**src/rtl/audio_i2s_out_if.sv**
```systemverilog
`default_nettype none
// ============================================================================
//  Module      : audio_i2s_out_if
//  Description : Signal bundle for the audio output stage. Carries the
//                enable and the PSG/PCM stereo sample inputs toward the
//                output stage, and the PSG pacing strobe and the I2S pins
//                away from it.
//  Revision    : 1.0 - initial release
// ----------------------------------------------------------------------------
//  Signals
//    enable      audio output enable (low holds the stage idle)
//    psg_left    PSG left sample, signed 16-bit
//    psg_right   PSG right sample, signed 16-bit
//    pcm_left    PCM left sample, signed 16-bit
//    pcm_right   PCM right sample, signed 16-bit
//    next_sample one-clk strobe to the PSG at each frame start
//    i2s_bclk    I2S bit clock (clk/8)
//    i2s_lrck    I2S word select (0 = left, 1 = right)
//    i2s_data    I2S serial data, MSB first
//  Modports
//    master  sample source side (drives enable and samples)
//    slave   the audio output stage
// ============================================================================
interface audio_i2s_out_if;
    logic        enable;
    logic [15:0] psg_left;
    logic [15:0] psg_right;
    logic [15:0] pcm_left;
    logic [15:0] pcm_right;
    logic        next_sample;
    logic        i2s_bclk;
    logic        i2s_lrck;
    logic        i2s_data;

    modport master (
        output enable,
        output psg_left,
        output psg_right,
        output pcm_left,
        output pcm_right,
        input  next_sample,
        input  i2s_bclk,
        input  i2s_lrck,
        input  i2s_data
    );

    modport slave (
        input  enable,
        input  psg_left,
        input  psg_right,
        input  pcm_left,
        input  pcm_right,
        output next_sample,
        output i2s_bclk,
        output i2s_lrck,
        output i2s_data
    );
endinterface
`default_nettype wire

```
**src/rtl/audio_i2s_out.sv**
```systemverilog
`default_nettype none
// ============================================================================
//  Module      : audio_i2s_out
//  Description : Audio output stage behind the PSG. Paces the PSG with a
//                once-per-frame next_sample strobe, mixes PSG and PCM stereo
//                samples, and serializes the mix as 16-bit I2S. The frame is
//                512 clk long (8 clk per bit, 32 bit slots per channel).
//  Revision    : 1.0 - initial release
// ----------------------------------------------------------------------------
//  Ports
//    clk   in   system clock, rising edge
//    rst   in   asynchronous active-high reset
//    bus   slave modport of audio_i2s_out_if (enable, samples, I2S pins,
//               next_sample)
//  Build option
//    AUDIO_OUT_SATURATE_EN  defined   : mix = clamp(psg + pcm) to 16 bits
//                           undefined : mix = (psg + pcm) >>> 1
// ============================================================================
module audio_i2s_out (
    input  wire logic            clk,
    input  wire logic            rst,
    audio_i2s_out_if.slave       bus
);

    localparam logic [8:0]  C_FC_LAST     = 9'd511;
    localparam logic [4:0]  C_SLOT_LAST   = 5'd16;
    localparam logic [15:0] C_POS_FULL    = 16'h7FFF;
    localparam logic [15:0] C_NEG_FULL    = 16'h8000;

    // ------------------------------------------------------------------------
    // State
    // ------------------------------------------------------------------------
    logic [8:0]  r_fc;
    logic [15:0] r_left;
    logic [15:0] r_right;
    logic        r_next_sample;
    logic        r_bclk;
    logic        r_lrck;
    logic        r_data;

    // ------------------------------------------------------------------------
    // Mixer: 17-bit sums of sign-extended operands, then reduced to 16 bits
    // ------------------------------------------------------------------------
    logic [16:0] w_sum_left;
    logic [16:0] w_sum_right;
    logic [15:0] w_mix_left;
    logic [15:0] w_mix_right;

    assign w_sum_left  = {bus.psg_left[15],  bus.psg_left}
                       + {bus.pcm_left[15],  bus.pcm_left};
    assign w_sum_right = {bus.psg_right[15], bus.psg_right}
                       + {bus.pcm_right[15], bus.pcm_right};

`ifdef AUDIO_OUT_SATURATE_EN
    // A 17-bit sum fits in 16 bits exactly when its top two bits agree;
    // otherwise the sign bit tells which rail to clamp to.
    always_comb begin
        w_mix_left = w_sum_left[15:0];
        if (w_sum_left[16] != w_sum_left[15]) begin
            w_mix_left = w_sum_left[16] ? C_NEG_FULL : C_POS_FULL;
        end
    end

    always_comb begin
        w_mix_right = w_sum_right[15:0];
        if (w_sum_right[16] != w_sum_right[15]) begin
            w_mix_right = w_sum_right[16] ? C_NEG_FULL : C_POS_FULL;
        end
    end
`else
    // Arithmetic halving: the top 16 bits of the 17-bit sum never overflow.
    logic w_unused_lsbs;

    assign w_mix_left    = w_sum_left[16:1];
    assign w_mix_right   = w_sum_right[16:1];
    assign w_unused_lsbs = ^{w_sum_left[0], w_sum_right[0],
                             C_POS_FULL, C_NEG_FULL};
`endif

    // ------------------------------------------------------------------------
    // Serializer bit select
    //   slot s = fc[7:3]; slots 1..16 carry chan[16-s], everything else is 0.
    //   For s in 1..16, 16-s equals the 4-bit complement of (s-1), which
    //   also maps s=16 (low nibble 0) onto bit 0.
    // ------------------------------------------------------------------------
    logic [4:0]  w_slot;
    logic [3:0]  w_bit_idx;
    logic        w_in_word;
    logic [15:0] w_chan;
    logic        w_data_next;

    assign w_slot      = r_fc[7:3];
    assign w_bit_idx   = ~(w_slot[3:0] - 4'd1);
    assign w_in_word   = (w_slot != 5'd0) && (w_slot <= C_SLOT_LAST);
    assign w_chan      = r_fc[8] ? r_right : r_left;
    assign w_data_next = w_in_word ? w_chan[w_bit_idx] : 1'b0;

    // ------------------------------------------------------------------------
    // Frame counter, sample latches and output registers.
    // Every output is registered from the current fc, so all pins show
    // f(fc) one clk later and stay mutually aligned.
    // ------------------------------------------------------------------------
    always_ff @(posedge clk or posedge rst) begin
        if (rst) begin
            r_fc          <= 9'd0;
            r_left        <= 16'd0;
            r_right       <= 16'd0;
            r_next_sample <= 1'b0;
            r_bclk        <= 1'b0;
            r_lrck        <= 1'b0;
            r_data        <= 1'b0;
        end else if (!bus.enable) begin
            // Idle: abort any frame in progress, keep the latched samples.
            r_fc          <= 9'd0;
            r_next_sample <= 1'b0;
            r_bclk        <= 1'b0;
            r_lrck        <= 1'b0;
            r_data        <= 1'b0;
        end else begin
            r_fc          <= r_fc + 9'd1;
            r_next_sample <= (r_fc == 9'd0);
            r_bclk        <= r_fc[2];
            r_lrck        <= r_fc[8];
            r_data        <= w_data_next;
            // Inputs are only looked at here; the right-channel slot being
            // output at fc=511 is padding, so the new word is not yet in use.
            if (r_fc == C_FC_LAST) begin
                r_left  <= w_mix_left;
                r_right <= w_mix_right;
            end
        end
    end

    assign bus.next_sample = r_next_sample;
    assign bus.i2s_bclk    = r_bclk;
    assign bus.i2s_lrck    = r_lrck;
    assign bus.i2s_data    = r_data;

endmodule
`default_nettype wire

```
**src/flat_wrapper.sv**
```systemverilog
// flat-port wrapper written by rule: the top's interface ports become plain ports
module audio_i2s_out_flat 
  (clk, rst, bus_enable, bus_psg_left, bus_psg_right, bus_pcm_left, bus_pcm_right, bus_next_sample, bus_i2s_bclk, bus_i2s_lrck, bus_i2s_data);
  audio_i2s_out_if bus_i ();
  input  wire logic clk;
  input  wire logic rst;
  input wire logic [$bits(bus_i.enable)-1:0] bus_enable;
  input wire logic [$bits(bus_i.psg_left)-1:0] bus_psg_left;
  input wire logic [$bits(bus_i.psg_right)-1:0] bus_psg_right;
  input wire logic [$bits(bus_i.pcm_left)-1:0] bus_pcm_left;
  input wire logic [$bits(bus_i.pcm_right)-1:0] bus_pcm_right;
  output wire logic [$bits(bus_i.next_sample)-1:0] bus_next_sample;
  output wire logic [$bits(bus_i.i2s_bclk)-1:0] bus_i2s_bclk;
  output wire logic [$bits(bus_i.i2s_lrck)-1:0] bus_i2s_lrck;
  output wire logic [$bits(bus_i.i2s_data)-1:0] bus_i2s_data;
  assign bus_i.enable = bus_enable;
  assign bus_i.psg_left = bus_psg_left;
  assign bus_i.psg_right = bus_psg_right;
  assign bus_i.pcm_left = bus_pcm_left;
  assign bus_i.pcm_right = bus_pcm_right;
  assign bus_next_sample = bus_i.next_sample;
  assign bus_i2s_bclk = bus_i.i2s_bclk;
  assign bus_i2s_lrck = bus_i.i2s_lrck;
  assign bus_i2s_data = bus_i.i2s_data;
  audio_i2s_out u_core (.clk(clk), .rst(rst), .bus(bus_i));
endmodule
```
**config.mk**
```make
export PLATFORM = sky130hd
export DESIGN_NAME = audio_i2s_out_flat
export DESIGN_NICKNAME = d
export VERILOG_FILES = /design/src/rtl/audio_i2s_out_if.sv /design/src/rtl/audio_i2s_out.sv /design/src/flat_wrapper.sv
export SDC_FILE = /design/constraint.sdc
export NUM_CORES = 1
export LEC_CHECK = 0
export CORE_UTILIZATION = 52
export CTS_CLUSTER_SIZE = 40
export DETAILED_ROUTE_END_ITERATION = 16
export PLACE_DENSITY = 0.8
export SKIP_CTS_REPAIR_TIMING = 1
export SLEW_MARGIN = 25
export SYNTH_ARGS = -nofsm -noshare
export SYNTH_HDL_FRONTEND = slang
export SYNTH_SLANG_ARGS = --single-unit
```
**constraint.sdc**
```tcl
create_clock -name clk -period 3.2 [get_ports clk]
set_clock_uncertainty 0.05 [all_clocks]
set_input_delay 0.64 -clock clk [delete_from_list [all_inputs] [get_ports clk]]
set_output_delay 0.64 -clock clk [all_outputs]
set_load 0.1 [all_outputs]
```
==> qor.yml <==
outcome: "complete, no violations"
power-per-cell-area_mw_per_mm2: 302
yosysWarnings: 0
clkLatencyLatePin_ns: 0.30
critPathCaptureType: "flop"
drt_first_pass_iters: 6
synth_most_common_cell: "nand2_1"
wl_per_cell_um: 15.0
antenna_found_initial: 0
final.setup.tns_ns: 0
clockBufferDepth: 2
max_freq_mhz: 357
coreArea_mm2: 0.00679
met3_usage: 0.0327
synth_top_family_by_area: "compound AO/OA/AOI/OAI gates"
finalSetupViolCount: 0
gp_congestion: 0.868
rsz0062_at_grt: "false"
initialDrtViolationCount: 201
grt_util_met1: 0.309
syn_avg_cell_area_um2: 9.12
synth_edf_count: 0
synth-seq-cells: 45
worst_r2r_endpoint: "u_core.r_left[13]$_DFFE_PP0P_"
synthSimpleGateAreaFrac: 0.193
via_per_inst: 5.93
numPortBuffers: 70
synth_common_cells: "nand2_1 (53), dfrtp_1 (45), ha_1 (35)"
grt_pass1_wl_um: 14800
yosys.area.top_type: "dfrtp_1"
rows: 30
num_antenna_cells: 0
async_flop_share: 1.00
ant_nets: 0
num-nets-final: 571
drcViolationCount: 0
die_w_um: 85.9
reg2reg_depth: 11
syn-num-nets: 505
use_met2: 0.437
tightest_slew_ns: 0.656
die_area_mm2: 0.00737
hold_viol: 0
synth_top_area_share: 0.308
area_delta_synth_final_pct: 24.3
leakage_nw: 2.04
ys.flop_type: "dfrtp_1"
pin_count: 71
p_total_w: 0.00137
die-height_um: 85.9
grt_use_total: 0.248
cts-root-buf: "clkbuf_8"
cp.required_ns: 3.39
hp-start: "u_core.r_right[15]$_DFFE_PP0P_"
crit_type: "input port to flop"
hpwl_um: 6680
netlist_instances: 401
grt_pass1_vias: 3348
synth_adder_area_share: 0.131
ff2ff_setup_slack_ns: 0.82
fin_crit_sh: 0.875
synthMuxAreaShare: 0.0729
cts_tree: "built"
synth_compound_area_frac: 0.206
syn-cell-area_mm2: 0.00366
wl_um: 8450
path_clk_slew_ns: 0.09
clock_sink_count: 45
ys_top_cells_by_area: "dfrtp_1 (31%), ha_1 (12%), mux4_2 (6.2%), nand2_1 (5.4%), o21ai_0 (4.2%)"
via_count: 3343
max-vdd-ir-drop_mv: 0.151
cp-start-kind: "input port"
drive_gt1_frac: 0.0812
cts_max_level: 2
worstReg2RegStart: "u_core.r_fc[0]$_DFF_PP0_"
arrival_ns: 2.99
numCtsBuffers: 5
ys_types: 57
hp-class: "flop to flop"
grt-ovfl-total: 0
synth_xor_area_frac: 0.0599
slew_headroom: 0.560
grt.busiest_layer: "met2"
hold_depth: 2
min_period_ns: 2.80
slew_violations: 0
whs_endpoint: "u_core.r_right[15]$_DFFE_PP0P_"
grt_max_degree: 37
start_util: 0.538
drv_cap: 0
seq_area_frac_synth: 0.308
crit_fanout: 5
==> cell type report <==
cell class,instances,area (um^2)
multi-input cells,328,2420
flip-flops and latches,45,1130
repair buffers,78,751
well taps,96,120
clock buffers,5,68.8
inverters,9,33.8
fillers,545,2250
clock inverters,3,25.0
==> per-stage QoR <==
stage	cells	setup WS [ns]	hold WS, ns	instance area [um^2]	util
floorplan	401	0.690	0.390	3660	-
global placement	556	0.156	0.405	4450	0.655
detailed placement	556	0.0848	0.420	4450	0.655
CTS	564	0.400	0.443	4550	0.669
global route	564	0.336	0.476	4550	0.669
finish	564	0.400	0.438	4550	0.669
==> cell families (layout without fill, tap and decap cells) <==
kind of cell	after synthesis	in the layout
fa+ha+maj	37	37
buf+inv	28	95
flops	45	45
simple gates	139	139
compound gates	113	113
xor+xnor	25	25
mux	14	14
==> routing by layer <==
layer	vias to the layer above	part of all wire
li1	1630	-
met1	1559	0.43
met2	130	0.50
met3	24	0.052
met4	0	0.023
met5	-	0
==> state kept, by name, summed over array words and instances, names as in the netlist <==
| name | cells |
|---|---|
| u_core.r_left | 16 |
| u_core.bus.i2s_data | 1 |
| u_core.bus.i2s_lrck | 1 |
| u_core.bus.next_sample | 1 |
| u_core.r_right | 16 |
| u_core.r_fc | 9 |
| u_core.bus.i2s_bclk | 1 |
==> worst max-delay path by stage <==
stage	startpoint	endpoint	depth (start not counted)
floorplan	bus_pcm_right[0]	u_core.r_right[13]$_DFFE_PP0P_	7
global placement	bus_pcm_right[0]	u_core.r_right[13]$_DFFE_PP0P_	8
detailed placement	bus_pcm_right[0]	u_core.r_right[13]$_DFFE_PP0P_	8
CTS	bus_pcm_right[0]	u_core.r_right[13]$_DFFE_PP0P_	8
global route	bus_pcm_right[0]	u_core.r_right[13]$_DFFE_PP0P_	8
finish	bus_pcm_right[0]	u_core.r_right[13]$_DFFE_PP0P_	8
==> placed cells by master (no fill, tap or decap), types with 2 or more instances in the layout <==
cell type / synthesis / final
a2111o_1: 2 / 2
a2111oi_0: 2 / 2
a211o_1: 5 / 5
a211oi_1: 2 / 2
a21o_1: 13 / 13
a21oi_1: 24 / 24
a31oi_1: 6 / 6
and2_1: 13 / 13
and3_1: 8 / 8
buf_4: 1 / 12
clkbuf_8: 0 / 5
clkdlybuf4s50_1: 0 / 66
dfrtp_1: 45 / 45
fa_1: 2 / 2
ha_1: 35 / 35
inv_1: 9 / 8
inv_6: 0 / 2
mux2i_1: 3 / 3
mux4_2: 10 / 10
nand2_1: 53 / 53
nand3_1: 18 / 18
nand3b_1: 2 / 2
nand4_1: 11 / 11
nor2_1: 11 / 11
nor2b_1: 3 / 3
nor3_1: 4 / 4
o211a_1: 3 / 3
o211ai_1: 7 / 7
o21a_1: 2 / 2
o21ai_0: 31 / 31
o21bai_1: 3 / 3
or2_2: 2 / 2
or3_1: 5 / 5
or4_1: 2 / 2
xnor2_1: 13 / 13
xor2_1: 12 / 12
==> worst max-delay path, stage by stage <==
cell and delay [ns]:
clkdlybuf4s50_1 0.43, and2_1 0.18, fa_1 0.40, a21o_1 0.20
a31o_2 0.27, a311oi_2 0.42, mux2_2 0.39, nand2_1 0.06
==> power by group <==
part	internal (W)	switching (W)
combinational	0.000201	0.000225
clock	0.000159	0.000210
sequential	0.000573	0.00000367
Note: power is estimated with default switching activity, not from simulation.
==> RTL change 1 (same flow settings) <==
Build with the macro `AUDIO_OUT_SATURATE_EN` defined.
--- a/src/rtl/audio_i2s_out.sv
+++ b/src/rtl/audio_i2s_out.sv
@@ -18,2 +18,4 @@
 // ============================================================================
+`define AUDIO_OUT_SATURATE_EN
+
 module audio_i2s_out (
Formal check against the unedited RTL: same outputs for any inputs over 10 cycles, from zero or initial values and one cycle with rst high; that may be too few to reach the edited logic, so the function may still have changed.
==> RTL change 1 against the original RTL <==
  * Area after synthesis increased by 8.8%
  * Sequential share of layout area fell by 2.7 points
  * Global-route usage is 2.6 points lower
  * Worst setup slack lost 0.22 ns
  * Die area grew 8.6%
  * Register-to-register slack worse by 0.17 ns
  * Routed wire length grew 1.1%
  * Design area rose by 12%
  * Sequential cell count stayed put
  * Synthesized cell count increased by 6.2%
  * Power grew 21%
  * Count of clock-buffer cells in the layout unchanged
  * Largest cell class unchanged
==> RTL change 1: results (changes against the original RTL) <==
* Vias after detailed routing at 3536 (was 3343)
* Critical-path maximum fanout at 10 (was 5)
* Pin count of the biggest net entering global routing at 46 (was 37)
* IO buf count at 70 (unchanged)
* CP arrival at 3.18 ns (was 2.99 ns)
* Switching pwr at 521 uW (was 438 uW)
* Worst skew pair latency at 0.31 ns
* Syn_nets at 532 (was 505)
* Status: finished, final reports clean (unchanged)
* Via-to-Cell Ratio at 5.68 (was 5.93)
* First-pass GRT wire length at 13.9 mm (was 14.8 mm)
* Placed wire-length estimate at 6.82 mm (was 6.68 mm)
* NumNets Final at 629 (was 571)
* Vias in the first global route at 3234 (was 3348)
* Fillers at 547 (was 545)
* DP Worst Slack at -0.224 ns (was 0.0848 ns)
* Leakage at 0.00228 uW (was 0.00204 uW)
* Share of cells above drive strength 1 at 15.3% (was 8.12%)
* Worst-path clk slew at 0.08 ns
* Max_slew headroom at 60.2% (was 56.0%)
* Worst-case vdd ir drop at 0.182 mV (was 0.151 mV)
* Initial DRC Count at 144 (was 201)
* Avg Cell Area, Syn at 9.34 um^2 (was 9.12 um^2)
* GPL Wtd Cong at 0.848 (was 0.868)
* GRT Resource Usage Total at 22.2% (was 24.8%)
* Seq/Total Area, Yosys at 28.3% (was 30.8%)
* Top cells by count, synth: dfrtp_1, nand2_1, ha_1 (was nand2_1, dfrtp_1, ha_1)
* Drt first pass iters at 4 (was 6)
* Drt total wl at 8.55 mm (was 8.45 mm)
* Fmax at 331 MHz (was 357 MHz)
* Dpl cells at 611 (was 556)
* Area contributors post-synth: dfrtp_1, ha_1, mux4_2 (unchanged)
## RTL change 1: changes by cell type in the layout (fill, tap and decap cells not counted), sizes merged, moves of 6 or more
| cell | delta |
|---|---|
| a21o | -6 |
| buf | +29 |
| nand3 | -11 |
| o31ai | +7 |
| o21ai | +6 |
| o211ai | -6 |
| a21oi | +7 |
| nor2 | +10 |
| inv | +9 |
| nand4 | -8 |
| nand2 | -9 |
| maj3 | +13 |
## RTL change 1: logic make-up after synthesis
| group | after synthesis | synth area share, % |
|---|---|---|
| AOI/OAI and AO/OA | 130 | 22.8 |
| and+or+nand+nor | 119 | 15.0 |
| adders and majority gates | 52 | 15.9 |
| DFF | 45 | 28.3 |
| buffers and inverters | 36 | 4.25 |
| xor gates and xnor gates | 29 | 6.76 |
| muxes | 15 | 7.01 |
## RTL change 1: critical path, cell delays in order
cell             delay [ns]
clkdlybuf4s50_1        0.47
ha_1                   0.17
inv_1                  0.06
fa_1                   0.42
nor2b_4                0.14
o31a_4                 0.15
o32ai_4                0.10
o21ai_2                0.20
a31oi_4                0.13
buf_4                  0.20
maj3_1                 0.35
o21ai_0                0.15
## RTL change 1: worst paths after layout
path	from	cells after the start	slack, ns	endpoint
setup / recovery	bus_psg_left[0]	12	0.18	u_core.r_left[3]
min in group asynchronous	rst	3	0.75	u_core.r_right[2]
hold reg to reg	u_core.r_fc[0]	1	0.43	u_core.r_fc[0]
max in group asynchronous	rst	3	1.97	u_core.r_right[10]
hold / removal	u_core.r_fc[0]	1	0.43	u_core.r_fc[0]
setup reg to reg	u_core.r_fc[3]	8	0.65	u_core.r_left[11]
## RTL change 1: metrics by stage
stage | area [um^2] | TNS [ns]
after floorplan | 3980 | 0
after global placement | 4970 | -0.763
after detailed placement | 4970 | -3.37
after CTS | 5070 | 0
after global routing | 5110 | 0
final | 5110 | 0
## RTL change 1: per-layer routing
| layer | global-route usage (%) | routed length [um] |
|---|---|---|
| met1 | 28.0 | 3840 |
| met3 | 3.32 | 257 |
| met4 | 5.77 | 87 |
| met2 | 39.7 | 4360 |
| met5 | 0 | 0 |
## RTL change 1: cell type report
type / instances / area, um^2 / share of cell area [%]
Multi-Input combinational cell: 345 / 2690 / 52.6
Sequential cell: 45 / 1130 / 22.1
Timing Repair Buffer: 107 / 993 / 19.5
Tap cell: 99 / 124 / 2.43
Inverter: 19 / 71.3 / 1.40
Clock buffer: 5 / 68.8 / 1.35
Clock inverter: 2 / 35.0 / 0.686
## RTL change 1: power groups by stage
stage / Clock [uW] / Combinational (uW) / Sequential, uW
6_report: 416 / 669 / 576
3_5_place_dp: 0 / 657 / 588
5_1_grt: 447 / 738 / 578
3_3_place_gp: 0 / 637 / 588
4_1_cts: 418 / 660 / 576
2_1_floorplan: 0 / 423 / 599
==> RTL change 2 (same flow settings) <==
Made on the original files. Make the reset (`rst`) synchronous in one clocked block. Comments in the files are not updated.
--- a/src/rtl/audio_i2s_out.sv
+++ b/src/rtl/audio_i2s_out.sv
@@ -102,3 +102,3 @@
     // ------------------------------------------------------------------------
-    always_ff @(posedge clk or posedge rst) begin
+    always_ff @(posedge clk) begin
         if (rst) begin
Function: differs if rst is asserted again (counterexample within 4 cycles, from zero or initial values and one cycle with rst high); with rst held inactive, the same outputs for 10 cycles.
==> RTL change 2 against the original RTL <==
  * Area after synthesis is 5.9% lower
  * Power grew 3.0%
  * Highest routed layer unchanged
  * Design area fell by 4.5%
  * Worst setup slack got worse by 0.076 ns
  * Critical path type unchanged
  * Clock power is 21% higher
  * Largest cell class unchanged
  * Non-clock buffer count up 1
  * Routed wire length decreased by 6.8%
  * Sequential cell count unchanged
==> RTL change 2: results (changes against the original RTL) <==
* Wire length on met3 at 358 um (was 442 um)
* # H-tree levels at 2 (unchanged)
* Initial DRC Count at 228 (was 201)
* Area contributors post-synth: dfxtp_1, ha_1, mux4_2 (was dfrtp_1, ha_1, mux4_2)
* Routed wl met2 at 4.15 mm (was 4.20 mm)
* Inserted Diodes at 0 (unchanged)
* WL/cell at 14.2 um (was 15.0 um)
* Critical R2R Capture: u_core.r_left[14] (was u_core.r_left[13])
* Cts bufs inserted at 5 (unchanged)
* M1 wire length at 3.30 mm (was 3.61 mm)
* Pin count of the biggest net entering global routing at 35 (was 37)
* Vias after detailed routing at 3277 (was 3343)
* Ys Warns at 0 (unchanged)
* Top layer in use: met4 (unchanged)
* Drt first pass iters at 5 (was 6)
* Syn_nets at 511 (was 505)
* Worst min-delay path class: reg -> reg (unchanged)
* Worst-path clk slew at 0.08 ns
* Placed wire-length estimate at 6.20 mm (was 6.68 mm)
* Biggest regs: u_core.r_left (16), u_core.r_right (16), u_core.r_fc (9) (unchanged)
* First-pass GRT wire length at 13.3 mm (was 14.8 mm)
* CP arrival at 3.06 ns (was 2.99 ns)
* Reg2Reg Depth at 9 (was 11)
* Max incr delay on CP at 0.43 ns (about the same)
* Cells on Worst Hold Path at 2 (unchanged)
* Cell variety after synth at 62 (was 57)
* Leakage at 0.00170 uW (was 0.00204 uW)
* Status: finished, final reports clean (unchanged)
* Seq/Total Area, Yosys at 26.2% (was 30.8%)
* Clock root buffer: clkbuf_8 (unchanged)
* Synth Instances at 406 (was 401)
* Reg-to-Reg Start: u_core.r_fc[0] (unchanged)
* IO buf count at 70 (unchanged)
* Initial antenna violation count at 0 (unchanged)
* Critical Path Source: bus_pcm_left[0] (was bus_pcm_right[0])
* Final setup TNS at 0 ns (unchanged)
* Drt total wl at 7.88 mm (was 8.45 mm)
* Setup crit end: u_core.r_left[15] (was u_core.r_right[13])
* GPL Wtd Cong at 0.908 (was 0.868)
* Share of cells above drive strength 1 at 8.60% (was 8.12%)
* Top cells by count, synth: nand2_1, dfxtp_1, a21oi_1 (was nand2_1, dfrtp_1, ha_1)
* Worst hold start: u_core.r_right[9] (was u_core.r_right[15])
* NumNets Final at 581 (was 571)
* Worst-case vdd ir drop at 0.285 mV (was 0.151 mV)
* Post-DRT Antenna Nets at 0 (unchanged)
* Vias in the first global route at 3176 (was 3348)
* GRT Resource Usage Total at 23.0% (was 24.8%)
* CTS max path bufs at 2 (unchanged)
* Max_slew headroom at 52.6% (was 56.0%)
* Dpl cells at 546 (was 556)
* R2R setup slack at 0.64 ns (was 0.82 ns)
* Critical-path maximum fanout at 4 (was 5)
* Gr ovfl total at 0 (unchanged)
* Worst skew pair latency at 0.30 ns (about the same)
* Slowest CP cell: a311o_2 (was clkdlybuf4s50_1)
* Post-synth ARST share at 0% (was 100%)
RTL change 2: cell types whose count changed after synthesis, moves of 14 or more:
cell / unedited run / this run
o21ai_0: 31 / 13
a21oi_1: 24 / 38
nor2_1: 11 / 30
dfrtp_1: 45 / 0
dfxtp_1: 0 / 45
RTL change 2: worst max-delay path, delay by kind of cell:
family                   cells  cell delay (ns)
buffers and inverters        1             0.42
adder cells (fa/ha/maj)      1             0.40
AO/OA/AOI/OAI                5             1.34
AND/OR/NAND/NOR              2             0.26
RTL change 2: cell families after synthesis:
kind of cell    synth area share [%]
simple gates                    21.4
compound gates                  21.0
flops                           26.2
fa+ha+maj                       14.2
buf+inv                         3.34
xor+xnor                        6.36
mux                             7.42
RTL change 2: worst min-delay path by stage:
stage | endpoint | slack [ns]
2_1_floorplan | u_core.r_fc[0] | 0.38
4_1_cts | u_core.r_right[9] | 0.41
5_1_grt | u_core.r_right[9] | 0.42
6_report | u_core.r_right[9] | 0.41
3_3_place_gp | u_core.r_fc[0] | 0.38
3_5_place_dp | u_core.r_right[5] | 0.39
RTL change 2: cell type report:
cell class	count	area (um^2)
fillers	553	2050
flip-flops and latches	45	901
clock buffers	6	82.6
inverters	10	37.5
multi-input cells	335	2430
well taps	77	96.3
repair buffers	79	758
clock inverters	2	37.5
RTL change 2: report_power, final:
part	internal, uW	leakage [uW]	switching, uW
Clock	254	0.0000574	193
Combinational	204	0.00128	199
Sequential	561	0.000363	1.35
RTL change 2: metal layers:
metal,global-route usage (%),vias up
met3,3.98,10
met1,27.4,1543
met4,5.49,0
li1,-,1646
met2,42.5,78
met5,0,-
RTL change 2: per-stage QoR:
step                      instance area, um^2  setup WS (ns)  hold slack, ns
after CTS                                4340          0.327           0.408
after global routing                     4340          0.214           0.420
final                                    4340          0.324           0.409
after floorplan                          3440          0.575           0.376
after global placement                   4220         0.0954           0.384
after detailed placement                 4220         0.0280           0.394
